**src/rtl/sim_done_sequencer.sv**
```systemverilog
// -----------------------------------------------------------------------------
// sim_done_sequencer
//
// End-of-simulation controller for mLingua benches. It collects per-checker
// done/fail flags, ignores them during an arm window after start, waits a
// drain window once every checker has reported done, and then raises a single
// level `finish` for the bench's finish_sim instance. It also reports the
// pass/timeout status for the final message.
//
// Optional feature macro: SIM_SEQ_WATCHDOG_EN
//   defined   : the watchdog moves ARM/RUN to TOUT when `elapsed` reaches
//               TIMEOUT_CYC.
//   undefined : TOUT is never entered and `timeout` stays 0. `elapsed` still
//               counts and saturates.
//
// Ports:
//   clk        in   bench clock; all state changes on the rising edge
//   rst        in   asynchronous, active-high reset
//   start      in   begin sequencing; sampled only in IDLE
//   done_in    in   [NO_SIG] per-checker done level/pulse
//   fail_in    in   [NO_SIG] per-checker failure level/pulse
//   finish     out  high in DONE/TOUT; drives finish_sim.in
//   pass       out  valid when finish=1
//   timeout    out  watchdog fired
//   done_seen  out  [NO_SIG] sticky done capture
//   state      out  [3] state encoding (IDLE=0 ARM=1 RUN=2 DRAIN=3 DONE=4 TOUT=5)
//   elapsed    out  [CW] cycles since start, saturating
//
// All outputs come from registers, so no input reaches an output
// combinationally.
// -----------------------------------------------------------------------------
module sim_done_sequencer #(
    parameter int NO_SIG      = 4,
    parameter int ARM_CYC     = 16,
    parameter int DRAIN_CYC   = 8,
    parameter int TIMEOUT_CYC = 100000,
    parameter int CW          = 32
) (
    input  logic              clk,
    input  logic              rst,
    input  logic              start,
    input  logic [NO_SIG-1:0] done_in,
    input  logic [NO_SIG-1:0] fail_in,
    output logic              finish,
    output logic              pass,
    output logic              timeout,
    output logic [NO_SIG-1:0] done_seen,
    output logic [2:0]        state,
    output logic [CW-1:0]     elapsed
);

    typedef enum logic [2:0] {
        S_IDLE  = 3'd0,
        S_ARM   = 3'd1,
        S_RUN   = 3'd2,
        S_DRAIN = 3'd3,
        S_DONE  = 3'd4,
        S_TOUT  = 3'd5
    } state_t;

    // One window counter serves both ARM and DRAIN; size it for the longer one.
    localparam int WIN_MAX = (ARM_CYC > DRAIN_CYC) ? ARM_CYC : DRAIN_CYC;
    localparam int WIN_W   = $clog2(WIN_MAX + 2);

    localparam logic [WIN_W-1:0] ARM_LAST   = WIN_W'((ARM_CYC   > 0) ? ARM_CYC   - 1 : 0);
    localparam logic [WIN_W-1:0] DRAIN_LAST = WIN_W'((DRAIN_CYC > 0) ? DRAIN_CYC - 1 : 0);
    localparam logic [WIN_W-1:0] WIN_ONE    = WIN_W'(1);
    localparam logic [CW-1:0]    EL_MAX     = {CW{1'b1}};
    localparam logic [CW-1:0]    EL_ONE     = CW'(1);
    localparam logic             ARM_SKIP   = (ARM_CYC   == 0) ? 1'b1 : 1'b0;
    localparam logic             DRAIN_SKIP = (DRAIN_CYC == 0) ? 1'b1 : 1'b0;
`ifdef SIM_SEQ_WATCHDOG_EN
    localparam logic [CW-1:0]    TOUT_LIM   = CW'(TIMEOUT_CYC);
`endif

    state_t              r_state;
    logic [WIN_W-1:0]    r_win_cnt;
    logic [NO_SIG-1:0]   r_done_seen;
    logic [NO_SIG-1:0]   r_fail_seen;
    logic [CW-1:0]       r_elapsed;
    logic                r_finish;
    logic                r_pass;
    logic                r_timeout;

    state_t              w_state_nxt;
    logic [WIN_W-1:0]    w_win_cnt_nxt;
    logic [NO_SIG-1:0]   w_done_seen_nxt;
    logic [NO_SIG-1:0]   w_fail_seen_nxt;
    logic [CW-1:0]       w_elapsed_nxt;
    logic [CW-1:0]       w_elapsed_inc;
    logic                w_wdog_hit;
    logic                w_finish_nxt;
    logic                w_pass_nxt;
    logic                w_timeout_nxt;

    // Saturating increment of the elapsed-cycle counter.
    always_comb begin
        w_elapsed_inc = r_elapsed;
        if (r_elapsed == EL_MAX) begin
            w_elapsed_inc = r_elapsed;
        end else begin
            w_elapsed_inc = r_elapsed + EL_ONE;
        end
    end

    // Watchdog compares the count this edge will produce, so the state turns
    // TOUT on the same edge that elapsed reaches the limit.
    always_comb begin
        w_wdog_hit = 1'b0;
`ifdef SIM_SEQ_WATCHDOG_EN
        if (w_elapsed_inc >= TOUT_LIM) begin
            w_wdog_hit = 1'b1;
        end else begin
            w_wdog_hit = 1'b0;
        end
`else
        w_wdog_hit = 1'b0;
`endif
    end

    // Next-state and next-value logic for the sequencer.
    always_comb begin
        w_state_nxt     = r_state;
        w_win_cnt_nxt   = r_win_cnt;
        w_done_seen_nxt = r_done_seen;
        w_fail_seen_nxt = r_fail_seen;
        w_elapsed_nxt   = r_elapsed;
        case (r_state)
            S_IDLE: begin
                if (start) begin
                    w_done_seen_nxt = {NO_SIG{1'b0}};
                    w_fail_seen_nxt = {NO_SIG{1'b0}};
                    w_elapsed_nxt   = {CW{1'b0}};
                    w_win_cnt_nxt   = {WIN_W{1'b0}};
                    if (ARM_SKIP) begin
                        w_state_nxt = S_RUN;
                    end else begin
                        w_state_nxt = S_ARM;
                    end
                end else begin
                    w_state_nxt = S_IDLE;
                end
            end
            S_ARM: begin
                w_elapsed_nxt = w_elapsed_inc;
                if (w_wdog_hit) begin
                    w_state_nxt = S_TOUT;
                end else if (r_win_cnt == ARM_LAST) begin
                    w_state_nxt   = S_RUN;
                    w_win_cnt_nxt = {WIN_W{1'b0}};
                end else begin
                    w_win_cnt_nxt = r_win_cnt + WIN_ONE;
                end
            end
            S_RUN: begin
                w_elapsed_nxt   = w_elapsed_inc;
                w_done_seen_nxt = r_done_seen | done_in;
                w_fail_seen_nxt = r_fail_seen | fail_in;
                // All-done takes priority over a watchdog hit in the same cycle.
                if (&w_done_seen_nxt) begin
                    w_win_cnt_nxt = {WIN_W{1'b0}};
                    if (DRAIN_SKIP) begin
                        w_state_nxt = S_DONE;
                    end else begin
                        w_state_nxt = S_DRAIN;
                    end
                end else if (w_wdog_hit) begin
                    w_state_nxt = S_TOUT;
                end else begin
                    w_state_nxt = S_RUN;
                end
            end
            S_DRAIN: begin
                // Failures still count while draining; the watchdog does not.
                w_elapsed_nxt   = w_elapsed_inc;
                w_fail_seen_nxt = r_fail_seen | fail_in;
                if (r_win_cnt == DRAIN_LAST) begin
                    w_state_nxt = S_DONE;
                end else begin
                    w_win_cnt_nxt = r_win_cnt + WIN_ONE;
                end
            end
            S_DONE: begin
                w_state_nxt = S_DONE;
            end
            S_TOUT: begin
                w_state_nxt = S_TOUT;
            end
            default: begin
                // Encodings 6/7 recover to a clean IDLE.
                w_state_nxt     = S_IDLE;
                w_win_cnt_nxt   = {WIN_W{1'b0}};
                w_done_seen_nxt = {NO_SIG{1'b0}};
                w_fail_seen_nxt = {NO_SIG{1'b0}};
                w_elapsed_nxt   = {CW{1'b0}};
            end
        endcase
    end

    // Status outputs are decoded from the next state so they register
    // together with the state transition.
    always_comb begin
        w_finish_nxt  = 1'b0;
        w_pass_nxt    = 1'b0;
        w_timeout_nxt = 1'b0;
        if (w_state_nxt == S_DONE) begin
            w_finish_nxt = 1'b1;
            w_pass_nxt   = ~|w_fail_seen_nxt;
        end else if (w_state_nxt == S_TOUT) begin
            w_finish_nxt  = 1'b1;
            w_timeout_nxt = 1'b1;
        end else begin
            w_finish_nxt = 1'b0;
        end
    end

    // State and output registers with asynchronous reset.
    always_ff @(posedge clk or posedge rst) begin
        if (rst) begin
            r_state     <= S_IDLE;
            r_win_cnt   <= {WIN_W{1'b0}};
            r_done_seen <= {NO_SIG{1'b0}};
            r_fail_seen <= {NO_SIG{1'b0}};
            r_elapsed   <= {CW{1'b0}};
            r_finish    <= 1'b0;
            r_pass      <= 1'b0;
            r_timeout   <= 1'b0;
        end else begin
            r_state     <= w_state_nxt;
            r_win_cnt   <= w_win_cnt_nxt;
            r_done_seen <= w_done_seen_nxt;
            r_fail_seen <= w_fail_seen_nxt;
            r_elapsed   <= w_elapsed_nxt;
            r_finish    <= w_finish_nxt;
            r_pass      <= w_pass_nxt;
            r_timeout   <= w_timeout_nxt;
        end
    end

    assign finish    = r_finish;
    assign pass      = r_pass;
    assign timeout   = r_timeout;
    assign done_seen = r_done_seen;
    assign state     = r_state;
    assign elapsed   = r_elapsed;

endmodule

```
**config.mk**
```make
export PLATFORM = sky130hd
export DESIGN_NAME = sim_done_sequencer
export DESIGN_NICKNAME = d
export VERILOG_FILES = /design/src/rtl/sim_done_sequencer.sv
export SDC_FILE = /design/constraint.sdc
export NUM_CORES = 1
export LEC_CHECK = 0
export CAP_MARGIN = 10
export CELL_PAD_IN_SITES_DETAIL_PLACEMENT = 2
export CELL_PAD_IN_SITES_GLOBAL_PLACEMENT = 2
export CORE_ASPECT_RATIO = 0.5
export CORE_MARGIN = 4
export CORE_UTILIZATION = 32
export CTS_CLUSTER_SIZE = 8
export DETAILED_ROUTE_END_ITERATION = 16
export PLACE_DENSITY = 0.76
export SYNTH_ARGS = -nofsm -noshare
export SYNTH_HDL_FRONTEND = slang
export SYNTH_SLANG_ARGS = --single-unit
export TNS_END_PERCENT = 50
```
**constraint.sdc**
```tcl
create_clock -name clk -period 2.9 [get_ports clk]
set_input_delay 0.29 -clock clk [delete_from_list [all_inputs] [get_ports clk]]
set_output_delay 0.29 -clock clk [all_outputs]
set_load 0.01 [all_outputs]
```
==> results_dict.tcl <==
set metrics [dict create \
    outcome "finished, final reports clean" \
    holdBufCountCts 0 \
    power_frac_comb 0.416 \
    period_needed_ns 2.509 \
    synthDominantCellAreaShare 0.4376 \
    r2r_cells 6 \
    hold_class "in2async" \
    routedWlPerCell_um 19.03 \
    dpl.hpwl_um 7012 \
    maxSlewHeadroom 0.4974 \
    power.switching_uw 1171 \
    p_leak_uw 0.001488 \
    die_w_um 143.0 \
    grt_pass1_vias 3087 \
    slew_viol_final 0 \
    rsz0062_at_grt "false" \
    cp-end-kind "flop" \
    synth_common_cells "dfrtp_1, nand2_1, a21oi_1" \
    ctsResizeCount 0 \
    cts_max_level 2 \
    gp_congestion 0.7934 \
    seqPwrFrac 0.374 \
    post_cts_buffers 0 \
    skew_ns 0.008112 \
    drive_above_1_share 0.08831 \
    crit_path_max_incr_delay_ns 0.66 \
    cap_violations 0 \
    start_util 0.3315 \
    cts_tree "yes" \
    synthMostInstantiatedCell "dfrtp_1" \
    first_iter_violations 101 \
    slowest_stage "nor4_4" \
    die_h_um 75.51 \
    cp_cell_sequence "ha_1 > and4_1 > nand4_1 > nor4_4 > nor2_1 > mux2_2" \
    synth_area_leaders "dfrtp_1, nand2_1, a21oi_1" \
    max_freq_mhz 398.5 \
    diodes 0 \
    drc_errors 0 \
    synth_edf_count 0 \
    finalPower_uw 2845 \
    rows 24 \
    clock_sinks 51 \
    crit_fanout 10 \
    vias 2871 \
    worst_ep_arrival_time_ns 2.70 \
    placed_cell_area_um2 3613 \
    grt_pass1_wl_um 15990 \
    syn_avg_cell_area_um2 8.919 \
    grt_max_degree 30 \
    fin_util 0.4272 \
    clock_latency_ns 0.30 \
    firstDrtPassIters 4 \
    clockPowerShare 0.210 \
    p_sw_frac 0.4117 \
    root_buffer "clkbuf_16" \
    dieArea_um2 10800 \
    power_density_nw_per_um2 757.0 \
    cts_buffers 5 \
    required_ns 3.09 \
    crit_start "elapsed[0]" \
    final_antenna_net_count 0 \
    worstSetupStartpointType "flop" \
    synthCells 327 \
    io_pins 53 \
    grtUsageTotal 0.1854 \
    clk_path_buf_depth 2 \
    synth_cell_types 48 \
    drt-total-wl_um 9554 \
    finalHoldViolCount 0 \
    regToRegEndpoint "elapsed[0]" \
    syn_nets 342 \
    coreArea_um2 8798 \
    yosysTopAreaCell "dfrtp_1" \
    clkSlewWorstSetupHoldPaths_ns 0.07 \
    final_area_um2 3759 \
    fin_nets 399 \
    cp-endpoint "elapsed[0]" \
    antenna_found_initial 0 \
    fin_crit_sh 0.8653 \
    peakVddDrop_uv 267.9 \
    synth_area_um2 2917 \
    r2r_start "elapsed[0]" \
    p_int_uw 1674 \
    tightest_slew_ns 0.7512 \
    syn_to_final_growth_pct 28.87 \
    portBuffers 52 \
    synth_seq_cells 51 \
    criticalPathCategory "reg2reg" \
    grt.overflow.total 0 \
    ys_seq_area_frac 0.4376 \
    synth_top_flop_cell "dfrtp_1" \
    ys_warn_count 0 \
    async_flop_share 1.000 \
    setup_viol 0 \
    r2r_slack_ns 0.39 \
    vias_per_cell 5.719 \
    timing.setup.tns_ns 0 \
]
[worst max-delay path, delay by kind of cell (launching register included)]
family	cells	cell delay, ns
and+or+nand+nor	4	1.40
adders and majority gates	1	0.27
muxes	1	0.30
DFF	1	0.43
[sequential cells by signal (all words and copies together) (netlist names)]
| name | cells |
|---|---|
| elapsed | 32 |
| r_win_cnt | 5 |
| done_seen | 4 |
| r_fail_seen | 4 |
| state | 3 |
| finish | 1 |
| pass | 1 |
| timeout | 1 |
[power groups by stage]
| stage | clock [µW] | sequential [µW] | combinational (µW) |
|---|---|---|---|
| 2_1_floorplan | 0 | 1060 | 615 |
| 3_3_place_gp | 0 | 1050 | 1140 |
| 3_5_place_dp | 0 | 1070 | 1190 |
| 4_1_cts | 624 | 1060 | 1200 |
| 5_1_grt | 650 | 1090 | 1310 |
| 6_report | 598 | 1060 | 1180 |
[layout by cell type, fill, tap and decap left out, drive strengths merged, types with 3 or more instances in the layout]
| cell | instances |
|---|---|
| o41ai | 4 |
| o2bb2ai | 3 |
| o31ai | 9 |
| nand2b | 13 |
| inv | 9 |
| clkbuf | 5 |
| nand2 | 48 |
| a31oi | 3 |
| and2 | 4 |
| o22ai | 3 |
| o311ai | 8 |
| nand4 | 6 |
| o211ai | 6 |
| mux2i | 7 |
| dfrtp | 51 |
| or3 | 4 |
| or4 | 8 |
| buf | 14 |
| nor2 | 17 |
| nor4 | 12 |
| ha | 4 |
| and3 | 4 |
| a21oi | 21 |
| clkdlybuf4s50 | 52 |
| nand3 | 18 |
| o21ai | 17 |
| nor3 | 7 |
| and4 | 7 |
[metrics by stage]
stage               instances  setup WS [ns]  hold WS, ns
CTS                       502         0.3735       0.4136
global placement          494         0.5318       0.4827
finish                    502         0.3906       0.3925
global route              502         0.1527       0.4511
detailed placement        494         0.3931       0.5034
floorplan                 327         0.8188       0.4627
[layer usage]
layer	wire length, µm	global-route usage	part of all wire	up-vias
met5	0	0	0	-
met4	61	0.04215	0.0064	0
met3	274	0.03448	0.029	5
met2	4631	0.3254	0.48	38
met1	4585	0.2432	0.48	1488
li1	-	-	-	1340
[layout make-up]
| class | count | area, µm² |
|---|---|---|
| clock inverters | 3 | 20.02 |
| well taps | 117 | 146.4 |
| inverters | 9 | 33.78 |
| clock buffers | 5 | 125.1 |
| multi-input cells | 251 | 1531 |
| fillers | 967 | 5040 |
| flip-flops and latches | 51 | 1276 |
| repair buffers | 66 | 625.6 |
[logic make-up (layout without fill, tap and decap cells)]
| family | Yosys count | after routing | share of synthesized area |
|---|---|---|---|
| flip-flops | 51 | 51 | 0.4376 |
| AO/OA/AOI/OAI | 83 | 83 | 0.1892 |
| multiplexers | 8 | 8 | 0.02789 |
| AND/OR/NAND/NOR | 156 | 156 | 0.2909 |
| adder cells (fa/ha/maj) | 4 | 4 | 0.01716 |
| buffers and inverters | 25 | 83 | 0.03732 |
[how the worst min path moves through the flow]
stage,cells after the start,start,to,slack [ns]
after global routing,2,rst,r_win_cnt[3],0.45
after CTS,2,rst,r_win_cnt[3],0.41
after global placement,2,r_fail_seen[1],r_fail_seen[1],0.48
final,2,rst,elapsed[2],0.39
after floorplan,2,r_fail_seen[1],r_fail_seen[1],0.46
after detailed placement,2,r_fail_seen[1],r_fail_seen[1],0.50
Power figures use the tool's default switching activity.
